==> src/rtl/inst_mem_loader.sv <==
// Instruction store ahead of the 8-bit CPU: loads a byte-stream image, then
// releases the CPU and serves INST = mem[PC].
//
// Ports:
//   clk, CLB            clock and synchronous active-high reset
//   load_start          pulse that begins or restarts a program load
//   wr_valid/wr_data/   byte stream in; wr_last marks the final byte,
//   wr_last/wr_ready    wr_ready is high only while loading
//   PC / INST           processor fetch address / instruction byte
//   cpu_CLB             active-low clear to the processor
//   busy                high while loading or holding the CPU in clear
//   prog_len, checksum  length and XOR of the last or current image
//   full                image filled DEPTH bytes without wr_last
module inst_mem_loader #(
    parameter int DEPTH       = 256,
    parameter int ADDR_W      = 8,
    parameter int HOLD_CYCLES = 2
) (
    input  logic              clk,
    input  logic              CLB,
    input  logic              load_start,
    input  logic              wr_valid,
    input  logic [7:0]        wr_data,
    input  logic              wr_last,
    output logic              wr_ready,
    input  logic [ADDR_W-1:0] PC,
    output logic [7:0]        INST,
    output logic              cpu_CLB,
    output logic              busy,
    output logic [ADDR_W:0]   prog_len,
    output logic [7:0]        checksum,
    output logic              full
);

    typedef enum logic [1:0] {
        S_IDLE,
        S_LOAD,
        S_HOLD,
        S_RUN
    } state_e;

    localparam int CNT_W = (HOLD_CYCLES > 1) ? $clog2(HOLD_CYCLES) : 1;

    localparam logic [ADDR_W-1:0] ADDR_ONE  = ADDR_W'(1);
    localparam logic [ADDR_W-1:0] ADDR_LAST = ADDR_W'(DEPTH - 1);
    localparam logic [ADDR_W:0]   LEN_ONE   = (ADDR_W + 1)'(1);
    localparam logic [CNT_W-1:0]  CNT_ONE   = CNT_W'(1);
    localparam logic [CNT_W-1:0]  CNT_LAST  = CNT_W'(HOLD_CYCLES - 1);

    state_e            state_q, state_d;
    logic [ADDR_W-1:0] addr_q, addr_d;
    logic [ADDR_W:0]   len_q, len_d;
    logic [7:0]        cks_q, cks_d;
    logic              full_q, full_d;
    logic [CNT_W-1:0]  cnt_q, cnt_d;
    logic              wr_ready_q, busy_q, cpu_clb_q;
    logic              we;

    logic [7:0] mem_q [DEPTH];

    always_comb begin
        state_d = state_q;
        addr_d  = addr_q;
        len_d   = len_q;
        cks_d   = cks_q;
        full_d  = full_q;
        cnt_d   = cnt_q;
        we      = 1'b0;
        // A restart wins in every state, including over a byte offered in
        // the same cycle: that byte is dropped.
        if (load_start) begin
            state_d = S_LOAD;
            addr_d  = '0;
            len_d   = '0;
            cks_d   = '0;
            full_d  = 1'b0;
            cnt_d   = '0;
        end else begin
            unique case (state_q)
                S_IDLE: ;
                S_LOAD: begin
                    if (wr_valid) begin
                        we     = 1'b1;
                        addr_d = addr_q + ADDR_ONE;
                        len_d  = len_q + LEN_ONE;
                        cks_d  = cks_q ^ wr_data;
                        if (wr_last) begin
                            state_d = S_HOLD;
                            cnt_d   = '0;
                        end else if (addr_q == ADDR_LAST) begin
                            state_d = S_HOLD;
                            full_d  = 1'b1;
                            cnt_d   = '0;
                        end
                    end
                end
                S_HOLD: begin
                    if (cnt_q == CNT_LAST) begin
                        state_d = S_RUN;
                        cnt_d   = '0;
                    end else begin
                        cnt_d = cnt_q + CNT_ONE;
                    end
                end
                S_RUN: ;
                default: state_d = S_IDLE;
            endcase
        end
    end

    // Output flags are registered from the next state so they line up
    // exactly with state_q after each edge.
    always_ff @(posedge clk) begin
        if (CLB) begin
            state_q    <= S_IDLE;
            addr_q     <= '0;
            len_q      <= '0;
            cks_q      <= '0;
            full_q     <= 1'b0;
            cnt_q      <= '0;
            wr_ready_q <= 1'b0;
            busy_q     <= 1'b0;
            cpu_clb_q  <= 1'b0;
        end else begin
            state_q    <= state_d;
            addr_q     <= addr_d;
            len_q      <= len_d;
            cks_q      <= cks_d;
            full_q     <= full_d;
            cnt_q      <= cnt_d;
            wr_ready_q <= (state_d == S_LOAD);
            busy_q     <= (state_d == S_LOAD) || (state_d == S_HOLD);
            cpu_clb_q  <= (state_d == S_RUN);
        end
    end

    // Image storage is never cleared; reset only blocks the write.
    always_ff @(posedge clk) begin
        if (!CLB && we) begin
            mem_q[addr_q] <= wr_data;
        end
    end

    // Fetch is combinational and only exposes bytes of the current image.
    always_comb begin
        INST = 8'h00;
        if (state_q == S_RUN && {1'b0, PC} < len_q) begin
            INST = mem_q[PC];
        end
    end

    assign wr_ready = wr_ready_q;
    assign busy     = busy_q;
    assign cpu_CLB  = cpu_clb_q;
    assign prog_len = len_q;
    assign checksum = cks_q;
    assign full     = full_q;

endmodule

==> config.mk <==
export PLATFORM = sky130hd
export DESIGN_NAME = inst_mem_loader
export DESIGN_NICKNAME = d
export VERILOG_FILES = /design/src/rtl/inst_mem_loader.sv
export SDC_FILE = /design/constraint.sdc
export NUM_CORES = 2
export LEC_CHECK = 0
export CORE_AREA = 8 8 532 534
export CTS_CLUSTER_DIAMETER = 150
export DETAILED_ROUTE_END_ITERATION = 12
export DIE_AREA = 0 0 540 542
export PLACE_DENSITY = 0.42
export SLEW_MARGIN = 20
export SYNTH_ARGS = -nofsm -noshare
export SYNTH_HDL_FRONTEND = slang
export SYNTH_SLANG_ARGS = --single-unit
==> constraint.sdc <==
create_clock -name clk -period 2.8 [get_ports clk]
set_input_delay 0.28 -clock clk [delete_from_list [all_inputs] [get_ports clk]]
set_output_delay 0.28 -clock clk [all_outputs]
set_load 0.1 [all_outputs]
After elaboration in Yosys (flattened, before gate mapping) --
Memory sizes are Yosys's and may differ from the RTL's. Cells that the tools add are included.
Storage, ports and cells: register bits 32, RAM bits 2048, input port bits 21, output and inout port bits 29, memories 1
Memories:
- mem_q | words 256, width 8, rd ports 1, clocked after memory_dff 0, wr ports 1, RTL line 59 | logic [7:0] mem_q [DEPTH];
Operators by class: add/sub/neg operators 3, $lt $le $gt $ge 1, equality and inequality tests 9, multiplexer cells 17, bitwise logic cells 2, reductions and logical operators 9
Operator list (number):
- two-way mux 2 bit | 5
- adder 9 x 1 -> 9 bit (second input constant) | 1
- < comparator 8 x 9 -> 1 bit | 1
- two-way mux 1 bit | 9
- adder 8 x 1 -> 8 bit (second input constant) | 1
- equality test 2 bit (second input constant) | 4
- equality test 8 bit (second input constant) | 1
- two-way mux 8 bit | 1
- XOR 8 bit | 1
- equality test 2 x 1 -> 1 bit (second input constant) | 2
- one-hot mux 2 bit (2 select lines) | 1
- AND reduction 4 bit | 1
- != test 3 bit (second input constant) | 1
- AND reduction 3 bit | 1
- logical AND 1 bit | 2
- != test 2 bit (second input constant) | 1
- one-hot mux 1 bit (2 select lines) | 1
- AND reduction 2 bit | 1
- nonzero test 2 bit | 1
- OR reduction 2 bit | 1
- adder 1 bit (second input constant) | 1
- logical NOT 1 bit | 1
- logical OR 1 bit | 1
- inverter 1 bit | 1

Logic depth before layout (Yosys ltp) --
word-level depth 8, gate-level depth with buffers 13, depth with buffers taken out 9

Worst setup path before layout --
No wires, ideal clock.
kind flip-flop to output port, start register len_q[2] (netlist: prog_len[2]), end output INST[4], arrival 3.592 ns, required time 2.520 ns, path slack -1.072 ns, cell stages (with the launch flop) 11, buffers on the path 1, cells stage by stage dfxtp_1 inv_1 ha_1 a21o_1 a31oi_1 o221ai_1 a21oi_1 clkbuf_1 and4b_1 a31oi_1 nand4_1
On the way: longest elaborated chain between the ends 3
RTL lines:
- start: declaration | RTL line 52 | logic [ADDR_W:0] len_q, len_d;
- start signal: assignment | RTL line 127 | len_q <= len_d;
- < comparator 8 x 9 -> 1 bit | RTL line 147 | if (state_q == S_RUN && {1'b0, PC} < len_q) begin
- logical AND 1 bit | RTL line 147
- two-way mux 8 bit | RTL line 147
- end: declaration | RTL line 27 | output logic [7:0] INST,
Every way passes these cells.

Worst setup path in the final report --
start memory mem_q[3][2], end output INST[2]
On the way: longest elaborated chain between the ends 2
RTL lines (RTL line):
- start: declaration | 59
- memory read (256 x 8 bit)
- two-way mux 8 bit | 147
Every way passes these cells.

==> results.yml <==
placement:
  dp_slack_ps: -1240
  portBuffers: 49
  dpl.hpwl_um: 179000
  gp_congestion: 0.805
synth:
  synth_top_family_by_area: "multiplexers"
  ys.flop_type: "edfxtp_1"
  synth_edf_count: 2048
  synth_seq_cells: 2080
  synthAdderAreaFrac_pct: 0.275
  synth_common_cells: "2,048 x edfxtp_1, 365 x mux2i_1, 343 x mux4_2"
  synthSimpleGateAreaFrac_pct: 3.23
  synth_mux_area_share_pct: 13.9
  synth.top_cell.area_share_pct: 75.1
  synthCells: 4202
  syn_nets: 4241
  syn_avg_cell_area_um2: 19.5
  synth_compound_area_share_pct: 4.46
  syn_area_um2: 81900
  synth.most_common_cell: "edfxtp_1"
  yosys_warnings: 0
  yosys.area.top_type: "edfxtp_1"
  seq_area_frac_synth_pct: 75.8
  yosys-top-cells-area: "edfxtp_1 75%, mux4_2 9.4%, mux2i_1 4.5%"
  yosysUniqueCellTypes: 67
  synth_xor_xnor_area_share_pct: 0.224
  async_flop_share_pct: 0
die:
  chipHeight_um: 542
  io_pins: 50
  core_area_um2: 275000
  rows: 193
  die_w_um: 540
  die_area_um2: 293000
  start_util_pct: 29.8
routing:
  wl_um: 269000
  firstDrtPassIters: 5
  ant_nets: 0
  drt_iter0_markers: 4228
  drc_errors: 0
  wire_per_inst_um: 30.1
  via_per_inst: 5.01
  routed-via-count: 44800
timing:
  hold_slack_ps: 130
  worst_pin_slew_ps: 947
  finalHoldViolations: 0
  drv_slew: 0
  fin_worst_skew_ps: 73.0
  rsz0062_at_grt: "true"
  period_share_pct: 142
  setup_slack_ps: -1180
  relSlewSlack_pct: 36.6
  max_freq_mhz: 251
  finalCriticalPeriod_ps: 3980
  setup_violations: 8
job:
  drv_cap: 0
clocking:
  cts.clk_slew.worst_paths_ps: 60
  cts_made_buffers: 234
  htree_levels: 4
  clock_tree.buffer_depth: 4
  cts.sinks: 2080
  root_buffer: "clkbuf_16"
  worstSkewPairLatency_ps: 910
  cts_tree: "yes"
power:
  switching_power_mw: 14.9
  p_int_mw: 53.1
  p_seq_share_pct: 50.2
  sw_frac_of_total_pct: 21.9
  power_frac_comb_pct: 6.0
  leakage_nw: 34.1
  vdd_ir_drop_max_v: 0.000474
  powerDensity_nw_per_um2: 667
  clockPowerShare_pct: 43.8
setup_path:
  critPathMaxFanout: 1
  critPathLaunchType: "flop"
  critical_path.cell_chain: "mux4_2, or2_1, a21oi_2, o22ai_4, o31ai_4, buf_4, nand3_2, or4_4, buf_12"
  end_kind: "output port"
  path_class: "reg -> out"
  slowest_stage: "or4_4"
  crit_arrival_ps: 3700
  slowest_delay_ps: 610
  required_ps: 2520
status:
  violations: "negative setup slack"
  status: "complete, but fails checks"
global_routing:
  grt_overflow_total: 0
  grt_max_degree: 88
  grt_pass1_wl_um: 375000
  grt_pass1_vias: 46000
  antenna_found_initial: 13
  grt_usage_pct: 17.9
hold_path:
  hp-class: "in -> reg"
final_layout:
  fin_nets: 5192
  syn2layout_area_growth_pct: 24.5
  drive_above_1_share_pct: 32.8
power by group through the flow:
stage	clock (mW)	sequential (mW)	combinational, mW
floorplan	0	34.9	1.70
global placement	0	34.8	4.04
detailed placement	0	34.8	4.05
CTS	30.6	34.2	4.13
global route	31.7	34.2	4.28
finish	29.8	34.2	4.07
flip-flops by register name, indices dropped and copies added (netlist names):
signal	count
mem_q	2048
prog_len	9
addr_q	8
checksum	8
state_q	2
busy	1
cnt_q	1
cpu_CLB	1
full	1
wr_ready	1
routing by layer:
metal	global-route usage (%)	part of all wire [%]
met2	29.7	48
met5	0	0
met1	25.1	45
met4	4.26	2.6
met3	2.50	4.9
critical path: cells and delay by family (launching register included):
| family | cells | cell delay [ps] |
|---|---|---|
| muxes | 1 | 450 |
| AOI/OAI and AO/OA | 3 | 740 |
| and+or+nand+nor | 3 | 890 |
| buffers and inverters | 2 | 400 |
| DFF | 1 | 350 |
cell type report:
| type | instances | area [um^2] |
|---|---|---|
| repair buffers | 973 | 9160 |
| well taps | 3607 | 4510 |
| diodes | 5 | 12.5 |
| clock inverters | 145 | 1330 |
| flip-flops and latches | 2080 | 62200 |
| inverters | 19 | 81.3 |
| fillers | 25400 | 173000 |
| clock buffers | 270 | 5990 |
| multi-input cells | 1845 | 18800 |
worst paths after layout:
path              cells past startpoint  slack (ps)                      from                        to
hold / removal                        4         130                   wr_last         full$_SDFFE_PP0P_
setup / recovery                      9       -1180     mem_q[3][2]$_DFFE_PP_                   INST[2]
hold reg to reg                       2         510  checksum[2]$_SDFFE_PP0P_  checksum[2]$_SDFFE_PP0P_
setup reg to reg                      9         180     state_q[1]$_SDFF_PP0_   mem_q[109][2]$_DFFE_PP_
cell usage in the layout, fill, tap and decap left out, drive strengths merged, types with 10 or more instances in the layout:
| cell | count |
|---|---|
| a211oi | 26 |
| a21oi | 62 |
| a221o | 43 |
| a221oi | 129 |
| a22oi | 45 |
| a31oi | 14 |
| and2 | 11 |
| buf | 959 |
| bufinv | 24 |
| clkbuf | 270 |
| clkinv | 111 |
| dfxtp | 32 |
| edfxtp | 2048 |
| ha | 18 |
| inv | 23 |
| mux2i | 365 |
| mux4 | 343 |
| nand2 | 87 |
| nand2b | 19 |
| nand3 | 47 |
| nand4 | 17 |
| nor2 | 329 |
| nor2b | 18 |
| nor3 | 34 |
| nor4 | 10 |
| o211ai | 13 |
| o21ai | 89 |
| o31ai | 23 |
| or2 | 10 |
| xor2 | 14 |
cell families after synthesis:
logic type	count (synthesis)
DFF	2080
muxes	710
AOI/OAI and AO/OA	493
and+or+nand+nor	603
adders and majority gates	18
xor gates and xnor gates	21
buffers and inverters	277
repair_timing:
| action | 4_1_cts | 5_1_grt |
|---|---|---|
| pin swaps | 31 | 21 |
| hold endpoints to repair | 415 | 0 |
| endpoints found under the setup margin | 8 | 8 |
| buffers inserted | 9 | 9 |
| hold buffers | 8 | 0 |
| resized for setup | 95 | 31 |
stage by stage:
step	power, mW	std cells	util [%]	setup TNS [ps]	instance area, um^2
2_1_floorplan	36.6	4202	-	-1400	82200
4_1_cts	68.9	8932	37.1	-8940	102000
3_3_place_gp	38.9	8506	34.2	-8310	93900
5_1_grt	70.1	8940	37.1	-9300	102000
6_report	68.1	8944	37.1	-8390	102000
3_5_place_dp	38.9	8506	34.2	-8330	93900
(Power assumes the default switching activity.)
